===== src/rtl/cmos_sccb_config.sv =====
`timescale 1ns/1ps
// SCCB configuration master: sequences sensor power-up, then writes {reg,val}
// pairs from an external table until 16'hFFFF, with 16'hFFF0 as a delay entry.
module cmos_sccb_config #(
  parameter int unsigned CLK_HZ   = 10_000_000,
  parameter int unsigned SCCB_HZ  = 100_000,
  parameter logic [7:0]  DEV_ADDR = 8'h42,
  parameter int unsigned T_RST    = 10_000,
  parameter int unsigned T_INIT   = 10_000,
  parameter int unsigned T_DLY    = 100_000
) (
  input  logic        CLK_IN,
  input  logic        nRST,
  input  logic        start,
  output logic [7:0]  rom_addr,
  input  logic [15:0] rom_data,
  output logic        busy,
  output logic        done,
  output logic        CMOS_SIO_C,
  output logic        CMOS_SIO_D,
  output logic        CMOS_RESET,
  output logic        CMOS_PWDN,
  output logic [3:0]  dbg_state
);
  localparam int unsigned QDIV_RAW = CLK_HZ / (4 * SCCB_HZ);
  localparam int unsigned QDIV     = (QDIV_RAW == 0) ? 1 : QDIV_RAW;
  localparam int unsigned QW       = (QDIV > 1) ? $clog2(QDIV) : 1;

  typedef enum logic [3:0] {
    IDLE     = 4'd0,
    PWR_RST  = 4'd1,
    PWR_WAIT = 4'd2,
    FETCH    = 4'd3,
    START    = 4'd4,
    SHIFT    = 4'd5,
    STOP     = 4'd6,
    GAP      = 4'd7,
    DELAY    = 4'd8,
    DONE     = 4'd9
  } state_t;

  // Handshake: start is a level request honoured only in IDLE or DONE and
  // ignored otherwise; busy covers the whole run and done rises as busy falls.
  state_t        state_q;
  logic [1:0]    arm_q;
  logic [QW-1:0] qcnt_q;
  logic [31:0]   cnt_q;
  logic [1:0]    ph_q;
  logic [4:0]    bit_q;
  logic [26:0]   sh_q;
  logic [7:0]    addr_q;
  logic          sio_c_q, sio_d_q, rst_q, pwdn_q, busy_q, done_q;
  logic          tick, sccb_active;

  assign tick        = (qcnt_q == QW'(QDIV - 1));
  assign sccb_active = (state_q == START) || (state_q == SHIFT) ||
                       (state_q == STOP)  || (state_q == GAP);

  always_ff @(posedge CLK_IN or negedge nRST) begin
    if (!nRST) begin
      state_q <= IDLE;
      arm_q   <= 2'b00;
      qcnt_q  <= '0;
      cnt_q   <= '0;
      ph_q    <= '0;
      bit_q   <= '0;
      sh_q    <= '0;
      addr_q  <= '0;
      sio_c_q <= 1'b1;
      sio_d_q <= 1'b1;
      rst_q   <= 1'b0;
      pwdn_q  <= 1'b1;
      busy_q  <= 1'b0;
      done_q  <= 1'b0;
    end else begin
      // Reset release is retimed so the FSM only moves from the third edge on.
      arm_q <= {arm_q[0], 1'b1};
      if (arm_q[1]) begin
        if (sccb_active) qcnt_q <= tick ? '0 : qcnt_q + QW'(1);
        else             qcnt_q <= '0;
        case (state_q)
          IDLE, DONE: begin
            if (start) begin
              state_q <= PWR_RST;
              busy_q  <= 1'b1;
              done_q  <= 1'b0;
              rst_q   <= 1'b0;
              pwdn_q  <= 1'b0;
              cnt_q   <= '0;
              addr_q  <= '0;
            end
          end
          PWR_RST: begin
            if (cnt_q == T_RST - 1) begin
              state_q <= PWR_WAIT;
              rst_q   <= 1'b1;
              cnt_q   <= '0;
            end else cnt_q <= cnt_q + 32'd1;
          end
          PWR_WAIT: begin
            if (cnt_q == T_INIT - 1) begin
              state_q <= FETCH;
              addr_q  <= '0;
              cnt_q   <= '0;
            end else cnt_q <= cnt_q + 32'd1;
          end
          FETCH: begin
            // rom_data lags rom_addr by one cycle, so decide on the second cycle.
            if (cnt_q == 32'd0) cnt_q <= 32'd1;
            else begin
              cnt_q <= '0;
              if (addr_q == 8'hFF || rom_data == 16'hFFFF) begin
                state_q <= DONE;
                busy_q  <= 1'b0;
                done_q  <= 1'b1;
              end else if (rom_data == 16'hFFF0) begin
                state_q <= DELAY;
              end else begin
                state_q <= START;
                sh_q    <= {DEV_ADDR, 1'b1, rom_data[15:8], 1'b1, rom_data[7:0], 1'b1};
                ph_q    <= '0;
                bit_q   <= '0;
              end
            end
          end
          START: begin
            if (tick) begin
              if (ph_q == 2'd0) begin
                sio_d_q <= 1'b0;
                ph_q    <= 2'd1;
              end else begin
                sio_c_q <= 1'b0;
                ph_q    <= 2'd0;
                state_q <= SHIFT;
              end
            end
          end
          SHIFT: begin
            if (tick) begin
              ph_q <= ph_q + 2'd1;
              case (ph_q)
                2'd0: begin
                  sio_c_q <= 1'b0;
                  sio_d_q <= sh_q[26];
                  sh_q    <= {sh_q[25:0], 1'b1};
                end
                2'd1: sio_c_q <= 1'b1;
                2'd2: sio_c_q <= 1'b1;
                default: begin
                  sio_c_q <= 1'b0;
                  if (bit_q == 5'd26) state_q <= STOP;
                  else bit_q <= bit_q + 5'd1;
                end
              endcase
            end
          end
          STOP: begin
            if (tick) begin
              case (ph_q)
                2'd0: begin
                  sio_d_q <= 1'b0;
                  ph_q    <= 2'd1;
                end
                2'd1: begin
                  sio_c_q <= 1'b1;
                  ph_q    <= 2'd2;
                end
                default: begin
                  sio_d_q <= 1'b1;
                  ph_q    <= 2'd0;
                  state_q <= GAP;
                end
              endcase
            end
          end
          GAP: begin
            if (tick) begin
              ph_q <= ph_q + 2'd1;
              if (ph_q == 2'd3) begin
                state_q <= FETCH;
                addr_q  <= addr_q + 8'd1;
                cnt_q   <= '0;
              end
            end
          end
          DELAY: begin
            if (cnt_q == T_DLY - 1) begin
              state_q <= FETCH;
              addr_q  <= addr_q + 8'd1;
              cnt_q   <= '0;
            end else cnt_q <= cnt_q + 32'd1;
          end
          default: state_q <= IDLE;
        endcase
      end
    end
  end

  assign rom_addr   = addr_q;
  assign busy       = busy_q;
  assign done       = done_q;
  assign CMOS_SIO_C = sio_c_q;
  assign CMOS_SIO_D = sio_d_q;
  assign CMOS_RESET = rst_q;
  assign CMOS_PWDN  = pwdn_q;
  assign dbg_state  = state_q;
endmodule


===== config.mk =====
export PLATFORM = sky130hd
export DESIGN_NAME = cmos_sccb_config
export DESIGN_NICKNAME = d
export VERILOG_FILES = /design/src/rtl/cmos_sccb_config.sv
export SDC_FILE = /design/constraint.sdc
export NUM_CORES = 1
export LEC_CHECK = 0
export ABC_CLOCK_PERIOD_IN_PS = 2400
export CORE_ASPECT_RATIO = 0.6
export CORE_MARGIN = 1.5
export CORE_UTILIZATION = 52
export CTS_CLUSTER_DIAMETER = 200
export CTS_CLUSTER_SIZE = 20
export DETAILED_ROUTE_END_ITERATION = 8
export PLACE_DENSITY = 0.74
export SLEW_MARGIN = 20
export SYNTH_ARGS = -nofsm -noshare
export SYNTH_HDL_FRONTEND = slang
export SYNTH_SLANG_ARGS = --single-unit

===== constraint.sdc =====
create_clock -name CLK_IN -period 2.4 [get_ports CLK_IN]
set_input_delay 0.24 -clock CLK_IN [delete_from_list [all_inputs] [get_ports CLK_IN]]
set_output_delay 0.24 -clock CLK_IN [all_outputs]
set_load 0.005 [all_outputs]

==> impl_metrics.toml, run 1 <==
[run_status]
status = "complete, no violations"

[grt]
grtUsageTotal = 0.265
antenna_found_initial = 0
grt_start_max_net_pins = 57
grt_pass1_vias = 4057
overflow = 0
grt_pass1_wl_mm = 20.4

[sta]
finalCritPeriodShare = 0.991
setup_viol_count_final = 0
period_minus_slack_ns = 2.38
max_freq_ghz = 0.420
report.final.slew_viol_count = 0
skew_ns = 0.00881
hold_violations = 0
rsz0062_at_grt = "true"
worst_pin_slew_ns = 0.861
maxSlewHeadroom = 0.420

[clocking]
clkTransAtPathRegs_ns = 0.07
clockBufferDepth = 2
root_buffer = "clkbuf_16"
cts_inserted_buffers = 9
clock_insertion_delay_worst_skew_ns = 0.35
cts_tree = "yes"
cts.sinks = 91
cts_max_level = 3

[power_and_ir_drop]
power_density_nw_per_um2 = 913
finalPower_mw = 5.83
irDropWorstVdd_mv = 0.551
p_comb_frac = 0.386
power.switching_mw = 2.06
swShare = 0.353
p_leak_nw = 2.78
clockPowerShare = 0.265
p_int_mw = 3.77
power_frac_seq = 0.349

[detailed_routing]
wirelength_mm = 12.4
drt_iter0_markers = 562
wl_per_cell_um = 16.0
dr.pass1.iters = 5
vias_per_cell = 5.78
vias = 4485
drc = 0
final_antenna_net_count = 0

[floorplanning]
die_area_sq_um = 9910
die_x_um = 128
core_sq_um = 9120
ios = 37
start_util = 0.531
die_h_um = 77.7
rows = 27

[setup_path]
cp_num_buf_inv = 2
max_stage_delay_ns = 0.53
crit_top_cell = "buf_6"
crit_path_end_kind = "register"
cp_data_required_time_ns = 2.63
r2r-end = "dbg_state[1]$_DFFE_PN0P_"
r2r_setup_slack_ns = 0.02
crit_path_start_kind = "register"
critPathArrivalTime_ns = 2.61
critical_path_class = "reg2reg"
cpMaxStageDelayCell = "or4_4"
cp_max_fo = 6
crit_family = "simple AND/OR/NAND/NOR gates"
rr_startpoint = "cnt_q[5]$_DFFE_PN0P_"
path_cells = "nor4_4, nand2_1, buf_6, or4_4, buf_6, nand4_1, o21ai_1, a211o_1"
reg2reg_depth = 8

[finish]
fin_nets = 685
drive_gt1_frac = 0.203
area_delta_synth_final_pct = 31.9
diodes = 0
nFillCells = 676
fin_area_sq_um = 6380

[yosys]
ys_types = 53
synth.area.top_cells = "dfrtp_1, nand2_1, nor2_1"
yosysWarningCount = 0
synth_edf_count = 0
synth_top_area_share = 0.455
synth.most_common_cell = "dfrtp_1"
synth_ff_type = "dfrtp_1"
synthTopCellsByCount = "dfrtp_1, nand2_1, nor2_1"
synthesis.nets = 586
yosysSeqAreaShare = 0.471
yosys.area.top_type = "dfrtp_1"
synth_area_sq_um = 4840
postSynthCellCount = 556
avgSynthCellArea_sq_um = 8.70
synth_seq_cells = 91
ys_async_sr_fraction = 1.00

[worst_hold_path]
min_from = "arm_q[0]$_DFF_PN0_"
hold_path_class = "reg2reg"
hold_end = "arm_q[1]$_DFF_PN0_"
hold_depth = 0

[placement]
dp_hpwl_mm = 8.76
io_buffers = 36
placed_cell_area_sq_um = 5760
gp_congestion = 0.883

[flow_run]
drv_cap = 0
timing repair:
action                                  4_1_cts  5_1_grt
buffers inserted                              5        6
resized for setup                            11       41
hold buffers                                  1        0
endpoints found under the setup margin       38       63
endpoints found under the hold margin        32        0
pin swaps                                     8       13
gates cloned                                  1        0
power groups by stage:
stage          sequential [mW]  clock (mW)  combinational (mW)
2_1_floorplan             1.99           0                1.19
3_3_place_gp              2.04           0                1.89
3_5_place_dp              2.06           0                1.96
4_1_cts                   2.03        1.56                2.08
5_1_grt                   2.07        1.63                2.48
6_report                  2.03        1.55                2.25
how the worst max path moves through the flow:
| stage | startpoint | to | slack [ns] | depth (start not counted) |
|---|---|---|---|---|
| after floorplan | qcnt_q[0]$_DFFE_PN0P_ | cnt_q[26]$_DFFE_PN0P_ | 0.07 | 10 |
| after global placement | rom_addr[1]$_DFFE_PN0P_ | sh_q[15]$_DFFE_PN0P_ | -0.06 | 8 |
| after detailed placement | rom_addr[1]$_DFFE_PN0P_ | sh_q[5]$_DFFE_PN0P_ | -0.18 | 8 |
| after CTS | cnt_q[20]$_DFFE_PN0P_ | dbg_state[3]$_DFFE_PN0P_ | 0.009 | 7 |
| after global routing | cnt_q[30]$_DFFE_PN0P_ | dbg_state[1]$_DFFE_PN0P_ | -0.05 | 8 |
| final | cnt_q[5]$_DFFE_PN0P_ | dbg_state[1]$_DFFE_PN0P_ | 0.02 | 8 |
cell type report:
class | instances | area [sq um] | area share
clock inverter | 7 | 100 | 0.0157
inverter | 24 | 90.1 | 0.0141
multi-input combinational | 416 | 2560 | 0.401
timing repair buffer | 113 | 978 | 0.153
tap | 116 | 145 | 0.0227
clock buffer | 9 | 225 | 0.0353
sequential | 91 | 2290 | 0.358
cell usage in the layout, fill, tap and decap left out, types with 6 or more instances in the layout:
| cell | count |
|---|---|
| nand2b_1 | 13 |
| a31oi_1 | 20 |
| inv_1 | 23 |
| a21oi_1 | 24 |
| nand2_1 | 71 |
| clkdlybuf4s50_1 | 35 |
| buf_4 | 71 |
| clkbuf_16 | 9 |
| o21ai_0 | 35 |
| nor3_1 | 10 |
| nor2_1 | 65 |
| and3_1 | 7 |
| and2_1 | 6 |
| dfrtp_1 | 84 |
| o31ai_1 | 7 |
| nor4_1 | 6 |
| nor2b_1 | 8 |
| ha_1 | 10 |
| nand3_1 | 23 |
| o21ai_1 | 12 |
| xor2_1 | 16 |
| nand4_1 | 15 |
layer usage:
layer,up-vias,wire (um),track usage
met1,2161,6230,0.420
met4,0,138,0.0705
met3,12,813,0.0524
met5,-,0,0
met2,145,5240,0.366
li1,2167,-,-
registers in the layout, indices dropped and copies added, names as in the netlist:
signal      flops
cnt_q          32
bit_q           5
CMOS_SIO_C      1
arm_q           2
qcnt_q          5
CMOS_PWDN       1
CMOS_RESET      1
done            1
busy            1
rom_addr        8
dbg_state       4
CMOS_SIO_D      1
ph_q            2
sh_q           27
per-stage QoR:
stage / hold slack [ns] / worst slack [ns] / util / setup TNS [ns] / cells
after floorplan: -0.0556 / 0.0733 / - / 0 / 556
after global placement: 0.223 / -0.0605 / 0.631 / -0.440 / 747
after detailed placement: 0.233 / -0.185 / 0.631 / -2.54 / 747
after CTS: 0.352 / 0.00857 / 0.679 / 0 / 770
after global routing: 0.368 / -0.0536 / 0.700 / -0.140 / 776
final: 0.349 / 0.0205 / 0.700 / 0 / 776
worst register-to-register path, cell delays in order, from the launching register on:
cell and delay, ns:
dfrtp_1 0.44, nor4_4 0.31, nand2_1 0.10, buf_6 0.14, or4_4 0.53, buf_6 0.14
nand4_1 0.22, o21ai_1 0.11, a211o_1 0.28
kinds of logic (layout without fill, tap and decap cells):
family                   after synthesis  in the layout  synth area share
buffers and inverters                 50            153            0.0424
XOR/XNOR                              20             20            0.0362
AO/OA/AOI/OAI                        128            129             0.161
adder cells (fa/ha/maj)               11             11            0.0284
flip-flops                            91             91             0.471
multiplexers                           4              4           0.00879
other                                  1              1          0.000775
AND/OR/NAND/NOR                      251            251             0.252
Power figures use the tool's default switching activity.
==> run 2, diff against run 1 <==
==> constraint.sdc (replaced) <==
create_clock -name CLK_IN -period 2.4 [get_ports CLK_IN]
set_input_delay 0.24 -clock CLK_IN [delete_from_list [all_inputs] [get_ports CLK_IN]]
set_output_delay 0.24 -clock CLK_IN [all_outputs]
set_load 0.01 [all_outputs]
==> results of run 2 <==
Same layout as run 1 (identical final DEF). Status: complete, no violations.
Among the figures that moved: total power 5.83 mW -> 5.85 mW
